$ cat config.mk
export PLATFORM = sky130hd
export DESIGN_NAME = spi_arbiter
export DESIGN_NICKNAME = d
export VERILOG_FILES = /design/src/rtl/spi_arbiter_pkg.sv /design/src/rtl/spi_rr_pick.sv /design/src/rtl/spi_arbiter.sv
export SDC_FILE = /design/constraint.sdc
export NUM_CORES = 1
export LEC_CHECK = 0
export BUFFER_PORTS_ARGS = -buffer_cell sky130_fd_sc_hd__clkbuf_2
export CELL_PAD_IN_SITES_DETAIL_PLACEMENT = 0
export CELL_PAD_IN_SITES_GLOBAL_PLACEMENT = 1
export CORE_MARGIN = 2
export CORE_UTILIZATION = 35
export DETAILED_ROUTE_END_ITERATION = 6
export PLACE_DENSITY_LB_ADDON = 0.1
export SETUP_SLACK_MARGIN = 0.4
export SLEW_MARGIN = 15
export SYNTH_ARGS = -nofsm -noshare
export SYNTH_HDL_FRONTEND = slang
export SYNTH_HIERARCHICAL = 1
export SYNTH_SLANG_ARGS = --single-unit
$ cat constraint.sdc
create_clock -name clk_in -period 3.5 [get_ports clk_in]
set_clock_uncertainty 0.2 [all_clocks]
set_input_delay 0.7 -clock clk_in [delete_from_list [all_inputs] [get_ports clk_in]]
set_output_delay 0.7 -clock clk_in [all_outputs]
set_load 0.005 [all_outputs]
$ cat src/rtl/spi_arbiter_pkg.sv
`default_nettype none
// ============================================================================
// Package  : spi_arbiter_pkg
// Desc     : Shared widths, FSM encodings and helpers for the SPI arbiter.
// Revision : 1.0 - initial release
// ============================================================================
package spi_arbiter_pkg;

  localparam int SPI_DW  = 32;
  localparam int SPI_NBW = 5;

  localparam logic [1:0] ST_IDLE  = 2'b00;
  localparam logic [1:0] ST_ISSUE = 2'b01;
  localparam logic [1:0] ST_BUSY  = 2'b10;
  localparam logic [1:0] ST_DONE  = 2'b11;

  typedef logic [1:0] arb_state_t;

  function automatic int idx_width(input int n);
    return (n > 1) ? $clog2(n) : 1;
  endfunction

endpackage : spi_arbiter_pkg
`default_nettype wire

$ cat src/rtl/spi_rr_pick.sv
`default_nettype none
// ============================================================================
// Module   : spi_rr_pick
// Desc     : Combinational round-robin picker: first set request after 'last'.
// Revision : 1.0 - initial release
// ============================================================================
module spi_rr_pick
  import spi_arbiter_pkg::*;
#(
  parameter int NREQ = 2,
  parameter int IW   = idx_width(NREQ)
) (
  input  logic [NREQ-1:0] req,
  input  logic [IW-1:0]   last,
  output logic [NREQ-1:0] onehot,
  output logic [IW-1:0]   idx,
  output logic            any
);

  logic [IW-1:0] cand;

  // Scan NREQ positions starting just after the previous owner, wrapping to 0.
  always_comb begin
    onehot = '0;
    idx    = '0;
    cand   = '0;
    for (int i = 1; i <= NREQ; i++) begin
      cand = IW'((int'(last) + i) % NREQ);
      if ((onehot == '0) && req[cand]) begin
        onehot[cand] = 1'b1;
        idx          = cand;
      end
    end
  end

  assign any = |req;

endmodule : spi_rr_pick
`default_nettype wire

$ cat src/rtl/spi_arbiter.sv
`default_nettype none
// ============================================================================
// Module   : spi_arbiter
// Desc     : Round-robin sharing of one SPI master between NREQ requesters,
//            one transaction per grant, with a per-phase watchdog.
// Revision : 1.0 - initial release
// ============================================================================
module spi_arbiter
  import spi_arbiter_pkg::*;
#(
  parameter int NREQ    = 2,
  parameter int TIMEOUT = 1024
) (
  input  logic                    clk_in,
  input  logic                    rst,
  input  logic [NREQ-1:0]         req_valid,
  input  logic [NREQ*SPI_DW-1:0]  req_mosi_data,
  input  logic [NREQ*SPI_NBW-1:0] req_nbits,
  output logic [NREQ-1:0]         req_done,
  output logic                    req_err,
  output logic [SPI_DW-1:0]       req_miso_data,
  output logic [NREQ-1:0]         grant,
  output logic [SPI_DW-1:0]       spi_mosi_data,
  output logic [SPI_NBW-1:0]      spi_nbits,
  output logic                    spi_request,
  input  logic                    spi_ready,
  input  logic [SPI_DW-1:0]       spi_miso_data
);

  localparam int IW  = idx_width(NREQ);
  localparam int WDW = (TIMEOUT > 1) ? $clog2(TIMEOUT) : 1;

  arb_state_t         state_q,       state_d;
  logic [IW-1:0]      last_q,        last_d;
  logic [NREQ-1:0]    grant_q,       grant_d;
  logic               spi_request_q, spi_request_d;
  logic [SPI_DW-1:0]  spi_mosi_q,    spi_mosi_d;
  logic [SPI_NBW-1:0] spi_nbits_q,   spi_nbits_d;
  logic [NREQ-1:0]    req_done_q,    req_done_d;
  logic               req_err_q,     req_err_d;
  logic [SPI_DW-1:0]  req_miso_q,    req_miso_d;
  logic [WDW-1:0]     wd_q,          wd_d;

  logic [SPI_DW-1:0]  w_mosi  [NREQ];
  logic [SPI_NBW-1:0] w_nbits [NREQ];
  logic [NREQ-1:0]    w_pick_onehot;
  logic [IW-1:0]      w_pick_idx;
  logic               w_pick_any;
  logic               w_wd_expire;

  for (genvar i = 0; i < NREQ; i++) begin : g_slice
    assign w_mosi[i]  = req_mosi_data[SPI_DW*i +: SPI_DW];
    assign w_nbits[i] = req_nbits[SPI_NBW*i +: SPI_NBW];
  end

  spi_rr_pick #(
    .NREQ (NREQ),
    .IW   (IW)
  ) u_pick (
    .req    (req_valid),
    .last   (last_q),
    .onehot (w_pick_onehot),
    .idx    (w_pick_idx),
    .any    (w_pick_any)
  );

  assign w_wd_expire = (TIMEOUT != 0) && (wd_q == WDW'(TIMEOUT - 1));

  always_comb begin
    state_d       = state_q;
    last_d        = last_q;
    grant_d       = grant_q;
    spi_request_d = spi_request_q;
    spi_mosi_d    = spi_mosi_q;
    spi_nbits_d   = spi_nbits_q;
    req_done_d    = '0;
    req_err_d     = 1'b0;
    req_miso_d    = req_miso_q;
    wd_d          = '0;

    case (state_q)
      ST_IDLE: begin
        if (w_pick_any && spi_ready) begin
          grant_d       = w_pick_onehot;
          last_d        = w_pick_idx;
          spi_mosi_d    = w_mosi[w_pick_idx];
          spi_nbits_d   = w_nbits[w_pick_idx];
          spi_request_d = 1'b1;
          state_d       = ST_ISSUE;
        end
      end
      ST_ISSUE: begin
        // A real handshake wins over a watchdog expiry landing on the same cycle.
        if (!spi_ready) begin
          spi_request_d = 1'b0;
          state_d       = ST_BUSY;
        end else if (w_wd_expire) begin
          spi_request_d = 1'b0;
          req_done_d    = grant_q;
          req_err_d     = 1'b1;
          grant_d       = '0;
          state_d       = ST_DONE;
        end else if (TIMEOUT != 0) begin
          wd_d = wd_q + WDW'(1);
        end
      end
      ST_BUSY: begin
        if (spi_ready) begin
          req_miso_d = spi_miso_data;
          req_done_d = grant_q;
          grant_d    = '0;
          state_d    = ST_DONE;
        end else if (w_wd_expire) begin
          spi_request_d = 1'b0;
          req_done_d    = grant_q;
          req_err_d     = 1'b1;
          grant_d       = '0;
          state_d       = ST_DONE;
        end else if (TIMEOUT != 0) begin
          wd_d = wd_q + WDW'(1);
        end
      end
      ST_DONE: begin
        grant_d       = '0;
        spi_request_d = 1'b0;
        state_d       = ST_IDLE;
      end
      default: begin
        grant_d       = '0;
        spi_request_d = 1'b0;
        state_d       = ST_IDLE;
      end
    endcase
  end

  always_ff @(posedge clk_in or posedge rst) begin
    if (rst) begin
      state_q       <= ST_IDLE;
      last_q        <= IW'(NREQ - 1);
      grant_q       <= '0;
      spi_request_q <= 1'b0;
      spi_mosi_q    <= '0;
      spi_nbits_q   <= '0;
      req_done_q    <= '0;
      req_err_q     <= 1'b0;
      req_miso_q    <= '0;
      wd_q          <= '0;
    end else begin
      state_q       <= state_d;
      last_q        <= last_d;
      grant_q       <= grant_d;
      spi_request_q <= spi_request_d;
      spi_mosi_q    <= spi_mosi_d;
      spi_nbits_q   <= spi_nbits_d;
      req_done_q    <= req_done_d;
      req_err_q     <= req_err_d;
      req_miso_q    <= req_miso_d;
      wd_q          <= wd_d;
    end
  end

  assign grant         = grant_q;
  assign spi_request   = spi_request_q;
  assign spi_mosi_data = spi_mosi_q;
  assign spi_nbits     = spi_nbits_q;
  assign req_done      = req_done_q;
  assign req_err       = req_err_q;
  assign req_miso_data = req_miso_q;

endmodule : spi_arbiter
`default_nettype wire

==> impl_metrics.json, run 1 <==
{
  "grt_start_max_net_pins": 75,
  "power_frac_comb_pct": 35.9,
  "maxCapViolations": 0,
  "clockBufferDepth": 2,
  "grt_pass1_vias": 2849,
  "max_freq_ghz": 0.4751,
  "placed_area_sq_mm": 0.004925,
  "dr.pass1.iters": 4,
  "fin_setup_tns_ns": 0,
  "period_share_pct": 60.14,
  "wire_per_inst_microns": 13.41,
  "synth_top_cell_area_share_pct": 56.27,
  "ant_nets": 0,
  "cts_tree": "done",
  "die_area_sq_mm": 0.01191,
  "synth_edf_count": 0,
  "ir_worst_vdd_uv": 252.4,
  "die_h_microns": 109.1,
  "cts_hold_buffers": 0,
  "ys_seq_elements": 88,
  "fin_area_sq_mm": 0.005121,
  "antenna_found_initial": 0,
  "diodes": 0,
  "layout-drive-gt1-share_pct": 41.28,
  "yosys-top-cells-count": "dfrtp_1 (87), o21ai_1 (42), nand2_1 (40)",
  "leakagePower_nw": 2.679,
  "yosysTopAreaCell": "dfrtp_1",
  "cp_max_fo": 36,
  "worst-setup-path-type": "flip-flop to flip-flop",
  "area_growth_pct": 32.37,
  "hpwlAfterDp_mm": 6.633,
  "cp-end-kind": "flip-flop",
  "max-slew-margin-rel_pct": 44.94,
  "ys_warn_count": 6,
  "synth.distinct_cells": 37,
  "worstPathArrival_ns": 2.15,
  "place_congestion": 0.7171,
  "grt.total_usage_pct": 14.86,
  "nets": 628,
  "seq_area_frac_synth_pct": 56.95,
  "ctsResizeCount": 0,
  "power_frac_clock_pct": 18.9,
  "initial_core_util_pct": 35.85,
  "power.share.sequential_pct": 45.2,
  "p_sw_mw": 1.249,
  "status": "finished, final reports clean",
  "io_buffers": 185,
  "synth_area_leaders": "dfrtp_1 (56%), mux2_1 (9.6%), mux2i_1 (9.6%), o21ai_1 (5.4%), nand2_1 (3.9%)",
  "final-hold-violation-count": 0,
  "fillers": 1033,
  "drt_iter0_markers": 96,
  "crit_required_ns": 3.55,
  "cts-htree-levels": 3,
  "power_density_mw_per_mm2": 720.5,
  "syn-num-nets": 445,
  "grt_overflow": 0,
  "r2r_cells": 5,
  "grt_pass1_wl_mm": 13.70,
  "clk_latency_ns": 0.35,
  "p_sw_share_pct": 33.84,
  "rsz0062_at_grt": "false",
  "netlist_area_sq_mm": 0.003869,
  "drv_slew": 0,
  "total_power_mw": 3.690,
  "cts_buffers": 9,
  "drt-total-wl_mm": 8.795,
  "worst_slew_pin_slew_ns": 0.8230,
  "row_count": 38,
  "core_sq_mm": 0.01079,
  "synth_area_per_cell_sq_um": 11.79,
  "async_flop_share_pct": 100.0,
  "power.internal_mw": 2.441,
  "clock-sinks": 88,
  "synth_cells": 328,
  "yosysMostFrequentCell": "dfrtp_1",
  "drc": 0,
  "post-route-min-period_ns": 2.105,
  "avgViaCountPerCell": 4.529,
  "vias": 2971,
  "start_kind": "flip-flop",
  "setup_viol": 0,
  "dieWidth_microns": 109.1,
  "cts-root-buf": "clkbuf_8",
  "cts_setup_buffers": 0,
  "hold_path_class": "primary input to async pin",
  "clkTransAtPathRegs_ns": 0.09,
  "synth_ff_type": "dfrtp_1",
  "io_pins": 186
}
## layout by cell type, fill, tap and decap left out, types with 4 or more instances in the layout
master,netlist,routed
mux2_1,33,33
inv_1,8,7
o21ai_1,42,42
dfrtp_1,87,87
clkbuf_8,0,9
nand2_1,40,40
mux2i_1,37,37
clkbuf_2,0,185
buf_4,5,4
ha_1,6,6
nor2_1,16,16
nand3_1,6,5
xor2_1,7,7
## final cells by class
| class | instances | area [sq um] | share of cell area [%] |
|---|---|---|---|
| tap | 140 | 175.2 | 3.420 |
| inverter | 8 | 33.78 | 0.6597 |
| sequential | 88 | 2203 | 43.02 |
| clock buffer | 10 | 127.6 | 2.492 |
| multi-input combinational | 215 | 1556 | 30.39 |
| timing repair buffer | 189 | 955.9 | 18.67 |
| clock inverter | 6 | 68.82 | 1.344 |
## worst max-delay path: stages (launching register included)
cell and delay (ns):
dfrtp_1 0.40, inv_1 0.11, ha_1 0.24, nand2_2 0.60
o21ai_1 0.21, and3_1 0.24
## routing by layer
layer | wire, microns | track usage, % | part of all wire [%]
met4 | 145 | 5.769 | 1.6
met3 | 729 | 3.885 | 8.3
met2 | 4130 | 24.22 | 47
met5 | 0 | 0 | 0
met1 | 3789 | 18.85 | 43
## cell families after synthesis
kind of cell / Yosys count / share of synthesized area, %
AO/OA/AOI/OAI: 55 / 7.924
multiplexers: 70 / 19.18
adder cells (fa/ha/maj): 6 / 1.940
buffers and inverters: 25 / 3.234
flip-flops: 88 / 56.95
XOR/XNOR: 8 / 1.811
AND/OR/NAND/NOR: 76 / 8.959
## through the flow
stage / setup slack (ns) / util, % / hold WS [ns] / std cells
floorplan: 1.542 / - / 0.2441 / 328
finish: 1.395 / 47.45 / 0.2604 / 656
detailed placement: 1.180 / 45.63 / 0.2781 / 640
global placement: 1.177 / 45.63 / 0.2683 / 640
global route: 1.149 / 47.45 / 0.3022 / 656
CTS: 1.330 / 47.45 / 0.2731 / 656
## power by group through the flow
stage / sequential, mW / clock (mW) / combinational, mW
floorplan: 1.71 / 0 / 0.699
global placement: 1.68 / 0 / 1.34
detailed placement: 1.69 / 0 / 1.36
CTS: 1.67 / 0.728 / 1.36
global route: 1.73 / 0.769 / 1.52
finish: 1.67 / 0.698 / 1.32
## final timing paths
check / startpoint / end / slack (ns)
setup / recovery: state_q[0] / req_done[1] / 1.40
min in group clk_in: spi_mosi_data[12] / spi_mosi_data[12] / 0.29
max in group asynchronous: rst / wd_q[3] / 2.32
hold reg to reg: spi_mosi_data[12] / spi_mosi_data[12] / 0.29
hold / removal: rst / req_miso_data[13] / 0.26
setup reg to reg: state_q[0] / req_done[1] / 1.40
## state kept, by name (all words and copies together) (netlist names)
| name | cells |
|---|---|
| wd_q | 10 |
| req_err | 1 |
| spi_nbits | 5 |
| state_q | 2 |
| req_miso_data | 32 |
| grant | 2 |
| spi_request | 1 |
| req_done | 2 |
| last_q | 1 |
| spi_mosi_data | 32 |
(Power assumes the default switching activity.)
==> run 2: changes to the inputs <==
CORE_UTILIZATION = 31   (was 35)
clock period = 1.76 ns   (was 3.5 ns; I/O delays follow)
==> run 2 against run 1 <==
  * Clock power rose to 2.9 times the previous value
  * Register-to-register slack worse by 1.3 ns
  * Non-clock buffer count is 54 higher
  * Sequential power rose by 99%
  * First-iteration DRC count grew 9.4%
  * Global-route usage is 0.18 points higher
  * Maximum frequency grew 28%
  * Power rose to 2.5 times the previous value
  * Highest routed layer unchanged
  * Cell area up 20%
  * Sequential cell count unchanged
  * Critical endpoint is now grant[0]
  * Sequential share of layout area shrank 7.1 points
  * Setup slack lost 1.3 ns
==> impl_metrics.json, run 2 (same netlist as run 1, synthesis figures left out) <==
{
  "status": "finished, final reports clean",
  "fin_hold_ws_ns": 0.01318,
  "core_sq_mm": 0.01211,
  "final-hold-violation-count": 0,
  "final_cells": 738,
  "final_cell_mix": "clkbuf_2 (184), dfrtp_1 (85), o21ai_1 (40)",
  "setup_viol": 0,
  "timing.rr.end": "grant[0]",
  "antenna_found_initial": 0,
  "row_count": 40,
  "vias": 3308,
  "maxCapViolations": 0,
  "clk_latency_ns": 0.35,
  "cts_tree": "done",
  "r2r_cells": 5,
  "clockBufferDepth": 2,
  "hpwlAfterDp_mm": 6.718,
  "io_pins": 186,
  "ir_worst_vdd_uv": 513.5,
  "cp-end-kind": "flip-flop",
  "max-slew-margin-rel_pct": 79.44,
  "place_congestion": 0.7614,
  "hold_path_startpoint": "spi_miso_data[27]",
  "clkTransAtPathRegs_ns": 0.07,
  "cts-root-buf": "clkbuf_16",
  "nets": 682,
  "die_h_microns": 115.7,
  "drt-total-wl_mm": 10.71,
  "cp_max_fo": 3,
  "wire_per_inst_microns": 14.51,
  "drc": 0,
  "r2r_slack_ns": 0.12,
  "grt_overflow": 0,
  "worst_slew_pin_slew_ns": 0.3084,
  "fillers": 1134,
  "area_growth_pct": 58.76,
  "layout_commonest_cell": "clkbuf_2",
  "clock-sinks": 88,
  "crit_required_ns": 1.83,
  "initial_core_util_pct": 31.94,
  "cts-htree-levels": 3,
  "min_to": "req_miso_data[27]",
  "fin_util_pct": 50.71,
  "regArea_sq_mm": 0.002206,
  "fin_setup_tns_ns": 0,
  "grt.total_usage_pct": 15.04,
  "worst-setup-path-type": "flip-flop to flip-flop",
  "rsz0062_at_grt": "true",
  "power_density_mw_per_mm2": 1516,
  "avgViaCountPerCell": 4.482,
  "worstPathArrival_ns": 1.72,
  "leakagePower_nw": 3.132,
  "io_buffers": 185,
  "dp_cells": 672,
  "diodes": 0,
  "whs_path_depth": 2,
  "dr.pass1.iters": 4,
  "hold_path_class": "primary input to flip-flop",
  "grt_pass1_wl_mm": 15.27,
  "cts_buffers": 9,
  "post-route-min-period_ns": 1.644,
  "max_freq_ghz": 0.6082,
  "multi_input_area_sq_mm": 0.001768,
  "dieWidth_microns": 115.7,
  "grt_pass1_vias": 3036,
  "grt_start_max_net_pins": 89,
  "start_kind": "flip-flop",
  "die_area_sq_mm": 0.01339,
  "period_share_pct": 93.42,
  "rr_startpoint": "wd_q[1]",
  "drt_iter0_markers": 105,
  "layout-drive-gt1-share_pct": 53.33,
  "drv_slew": 0,
  "ant_nets": 0
}
[run 2: changes by cell type in the layout (fill, tap and decap cells not counted), sizes merged]
cell         change
clkinv           -1
inv              -1
bufinv           +1
clkbuf           +2
clkinvlp         +2
dlygate4sd3      +2
buf             +49
[run 2: how the worst max path moves through the flow]
stage | start | to | slack [ns]
after global placement | state_q[1] | grant[1] | 0.12
after detailed placement | state_q[1] | spi_request | 0.07
after floorplan | wd_q[0] | spi_request | 0.18
final | wd_q[1] | grant[0] | 0.12
after CTS | state_q[0] | req_miso_data[0] | 0.17
after global routing | wd_q[1] | grant[0] | 0.08
[run 2: cell type report]
class                   count  area share, %
flip-flops and latches     88          35.91
multi-input cells         215          28.78
repair buffers            243          26.01
clock buffers               9          3.667
well taps                 168          3.422
clock inverters             7          1.569
inverters                   8         0.6315
[run 2: metal layers]
layer  vias to the layer above  routed length [microns]  global-route usage [%]
met4                         0                      189                   7.540
met3                        14                      693                   3.923
met5                         -                        0                       0
met2                        99                     5134                   24.02
li1                       1619                        -                       -
met1                      1576                     4693                   18.93
[run 2: where the power goes]
group	total, mW	internal (mW)	switching, mW
registers	3.33	2.88	0.451
logic	3.93	2.20	1.73
clock network	2.05	1.24	0.810
total	9.31	6.32	2.99
[run 2: worst max-delay path, cell delays in order, from the launching register on]
cell,delay (ns)
dfrtp_1,0.39
ha_2,0.19
and4_4,0.20
and3_4,0.18
o31a_1,0.28
o21ai_1,0.13
[run 2: metrics by stage]
stage	cell area (sq um)	power, mW	setup WS, ns
finish	6142	9.311	0.1158
global route	6142	9.991	0.08254
CTS	5767	8.832	0.1657
detailed placement	5079	6.208	0.06637
global placement	5079	6.135	0.1204
floorplan	3918	4.832	0.1820
[run 2: what timing repair did]
item / CTS / global route
buffers inserted: 21 / 19
pin swaps: 6 / 14
cloned: 3 / 5
setup endpoints to repair: 163 / 169
hold buffers: 2 / 0
resized for setup: 24 / 33
endpoints found under the hold margin: 88 / 0
==> run 3: changes to the inputs <==
ABC_AREA = 1   (was unset)
CORE_MARGIN = unset   (was 2)
CORE_UTILIZATION = 30   (was 31)
HOLD_SLACK_MARGIN = 0.15   (was unset)
==> run 3 against run 2 <==
  * The run now ends with negative hold slack left
  * Setup slack worse by 0.016 ns
  * Power rose by 17%
  * Largest power group unchanged
  * Sequential cell count is the same
  * Critical path type unchanged
==> impl_metrics.json, run 3 <==
{
  "setup_viol": 0,
  "ys_seq_elements": 88,
  "clock-sinks": 88,
  "netlist_area_sq_mm": 0.003941,
  "dieWidth_microns": 116.6,
  "max-slew-margin-rel_pct": 70.14,
  "cp_top_family": "buffers and inverters",
  "crit_cells": 6,
  "fin_setup_tns_ns": 0,
  "place_congestion": 0.7260,
  "cp_max_fo": 6,
  "rsz0062_at_grt": "true",
  "worst-setup-path-type": "flip-flop to flip-flop",
  "clk_latency_ns": 0.34,
  "setup_slack_ns": 0.09949,
  "drc": 0,
  "synth_area_per_cell_sq_um": 9.829,
  "yosysTopAreaCell": "dfrtp_1",
  "ys_warn_count": 6,
  "die_area_sq_mm": 0.01360,
  "row_count": 41,
  "syn-num-nets": 518,
  "layout-drive-gt1-share_pct": 52.34,
  "antenna_found_initial": 0,
  "maxCapViolations": 0,
  "drt-total-wl_mm": 13.75,
  "crit_required_ns": 1.81,
  "status": "finished, violations left",
  "avgViaCountPerCell": 4.530,
  "worst_slew_pin_slew_ns": 0.4470,
  "fin_hold_ws_ns": -0.1909,
  "violations": "negative hold slack",
  "io_buffers": 185,
  "cts_buffers": 9,
  "clockBufferDepth": 2,
  "cts-htree-levels": 3,
  "hold_path_class": "primary input to async pin",
  "async_flop_share_pct": 100.0,
  "path_buf_inv": 3,
  "wire_per_inst_microns": 14.63,
  "critical_path.cell_chain": "inv_4 > ha_4 > nand3_4 > buf_6 > clkbuf_16 > o31ai_4",
  "die_h_microns": 116.6,
  "yosys-top-cells-count": "nor2_1 (88), dfrtp_1 (87), nand2_1 (67)",
  "synth_top_cell_area_share_pct": 55.24,
  "diodes": 0,
  "yosysMostFrequentCell": "nor2_1",
  "max_freq_ghz": 0.6022,
  "cp-end-kind": "flip-flop",
  "vias": 4258,
  "area_growth_pct": 101.5,
  "synth_edf_count": 0,
  "dr.pass1.iters": 4,
  "leakagePower_nw": 3.954,
  "worstPathArrival_ns": 1.71,
  "ir_worst_vdd_uv": 607.6,
  "start_kind": "flip-flop",
  "period_share_pct": 94.35,
  "drv_slew": 0,
  "nets": 880,
  "layout_commonest_cell": "clkbuf_2",
  "clkTransAtPathRegs_ns": 0.07,
  "grt_pass1_wl_mm": 19.60,
  "final_cell_mix": "clkbuf_2 (184), dlygate4sd3_1 (106), dfrtp_1 (86)",
  "r2r_cells": 6,
  "io_pins": 186,
  "synth_area_leaders": "dfrtp_1 (55%), nor2_1 (8.4%), mux2_1 (7.4%), o31ai_1 (7.0%), nand2_1 (6.4%)",
  "seq_area_frac_synth_pct": 55.90,
  "final-hold-violation-count": 12,
  "grt_overflow": 0,
  "core_sq_mm": 0.01272,
  "synth.distinct_cells": 28,
  "grt_pass1_vias": 4165,
  "cts_tree": "done",
  "grt.total_usage_pct": 19.00,
  "hpwlAfterDp_mm": 7.401,
  "post-route-min-period_ns": 1.661,
  "slowest_delay_ns": 0.46,
  "initial_core_util_pct": 30.98,
  "grt_start_max_net_pins": 39,
  "power_density_mw_per_mm2": 1372,
  "cts-root-buf": "clkbuf_16",
  "synth_cells": 401,
  "synth_ff_type": "dfrtp_1",
  "cts_hold_buffers": 106,
  "pre_cts_ws_ns": 0.06200,
  "ant_nets": 0,
  "drt_iter0_markers": 132,
  "critical-path-slowest-cell": "dfrtp_2"
}
run 3: cell count changes after synthesis, sizes merged, moves of 3 or more:
cell / change
a21boi: -3
inv: +14
mux2i: -37
xor2: -3
nor2: +74
clkbuf: +3
and4: -3
a21oi: +7
nand2: +28
o21ai: -38
o31ai: +37
run 3: cells by family (layout without fill, tap and decap cells):
family	count (synthesis)	count (layout)	share of synthesized area [%]
adder cells (fa/ha/maj)	6	6	1.905
AO/OA/AOI/OAI	52	52	9.079
flip-flops	88	88	55.90
buffers and inverters	42	408	4.889
AND/OR/NAND/NOR	177	178	18.19
multiplexers	32	32	9.143
XOR/XNOR	4	4	0.8888
run 3: routing by layer:
layer  GRT usage, %  share of wire (%)  vias to the layer above
li1               -                  -                     2056
met1          21.92                 41                     2041
met2          33.69                 52                      135
met3          4.100                5.1                       26
met4          8.608                2.3                        0
met5              0                  0                        -
run 3: layout make-up:
| class | instances | area, sq um |
|---|---|---|
| Clock inverter | 5 | 38.79 |
| Timing Repair Buffer | 370 | 2860 |
| Fill cell | 1086 | 4781 |
| Tap cell | 172 | 215.2 |
| Inverter | 22 | 88.84 |
| Clock buffer | 11 | 252.7 |
| Multi-Input combinational cell | 272 | 2281 |
| Sequential cell | 88 | 2205 |
run 3: where the power goes:
group	internal [mW]	switching, mW	leakage [nW]
Combinational	3.24	2.41	2.71
Sequential	2.88	0.522	1.10
Clock	1.04	0.804	0.142
run 3: path summary, 6_finish.rpt:
kind,from,endpoint,slack (ns)
worst max-delay path,state_q[1],spi_mosi_data[25],0.1
worst min-delay path,rst,spi_mosi_data[28],-0.19
worst max register to register,state_q[1],spi_mosi_data[25],0.1
worst min register to register,spi_mosi_data[16],spi_mosi_data[16],0.29
max in group asynchronous,rst,wd_q[8],1.00
min in group clk_in,req_valid[0],grant[1],0.21
run 3: stage by stage:
step           cells  util (%)  area, sq um  hold WS, ns  total power [mW]
3_3_place_gp     747     41.10         5229       0.1968             6.320
2_1_floorplan    401         -         4080       0.2251             4.998
3_5_place_dp     747     41.10         5229       0.1927             6.387
5_1_grt          940     62.42         7941      -0.1721             11.58
4_1_cts          900     56.01         7126      -0.1827             9.350
6_report         940     62.42         7941      -0.1909             10.90
run 3: timing repair:
action                     4_1_cts  5_1_grt
gates cloned                     6        5
setup endpoints to repair      163      163
setup buffers                   25       35
gates resized for setup         53       93
pin swaps                        9        6
hold endpoints to repair        82       13
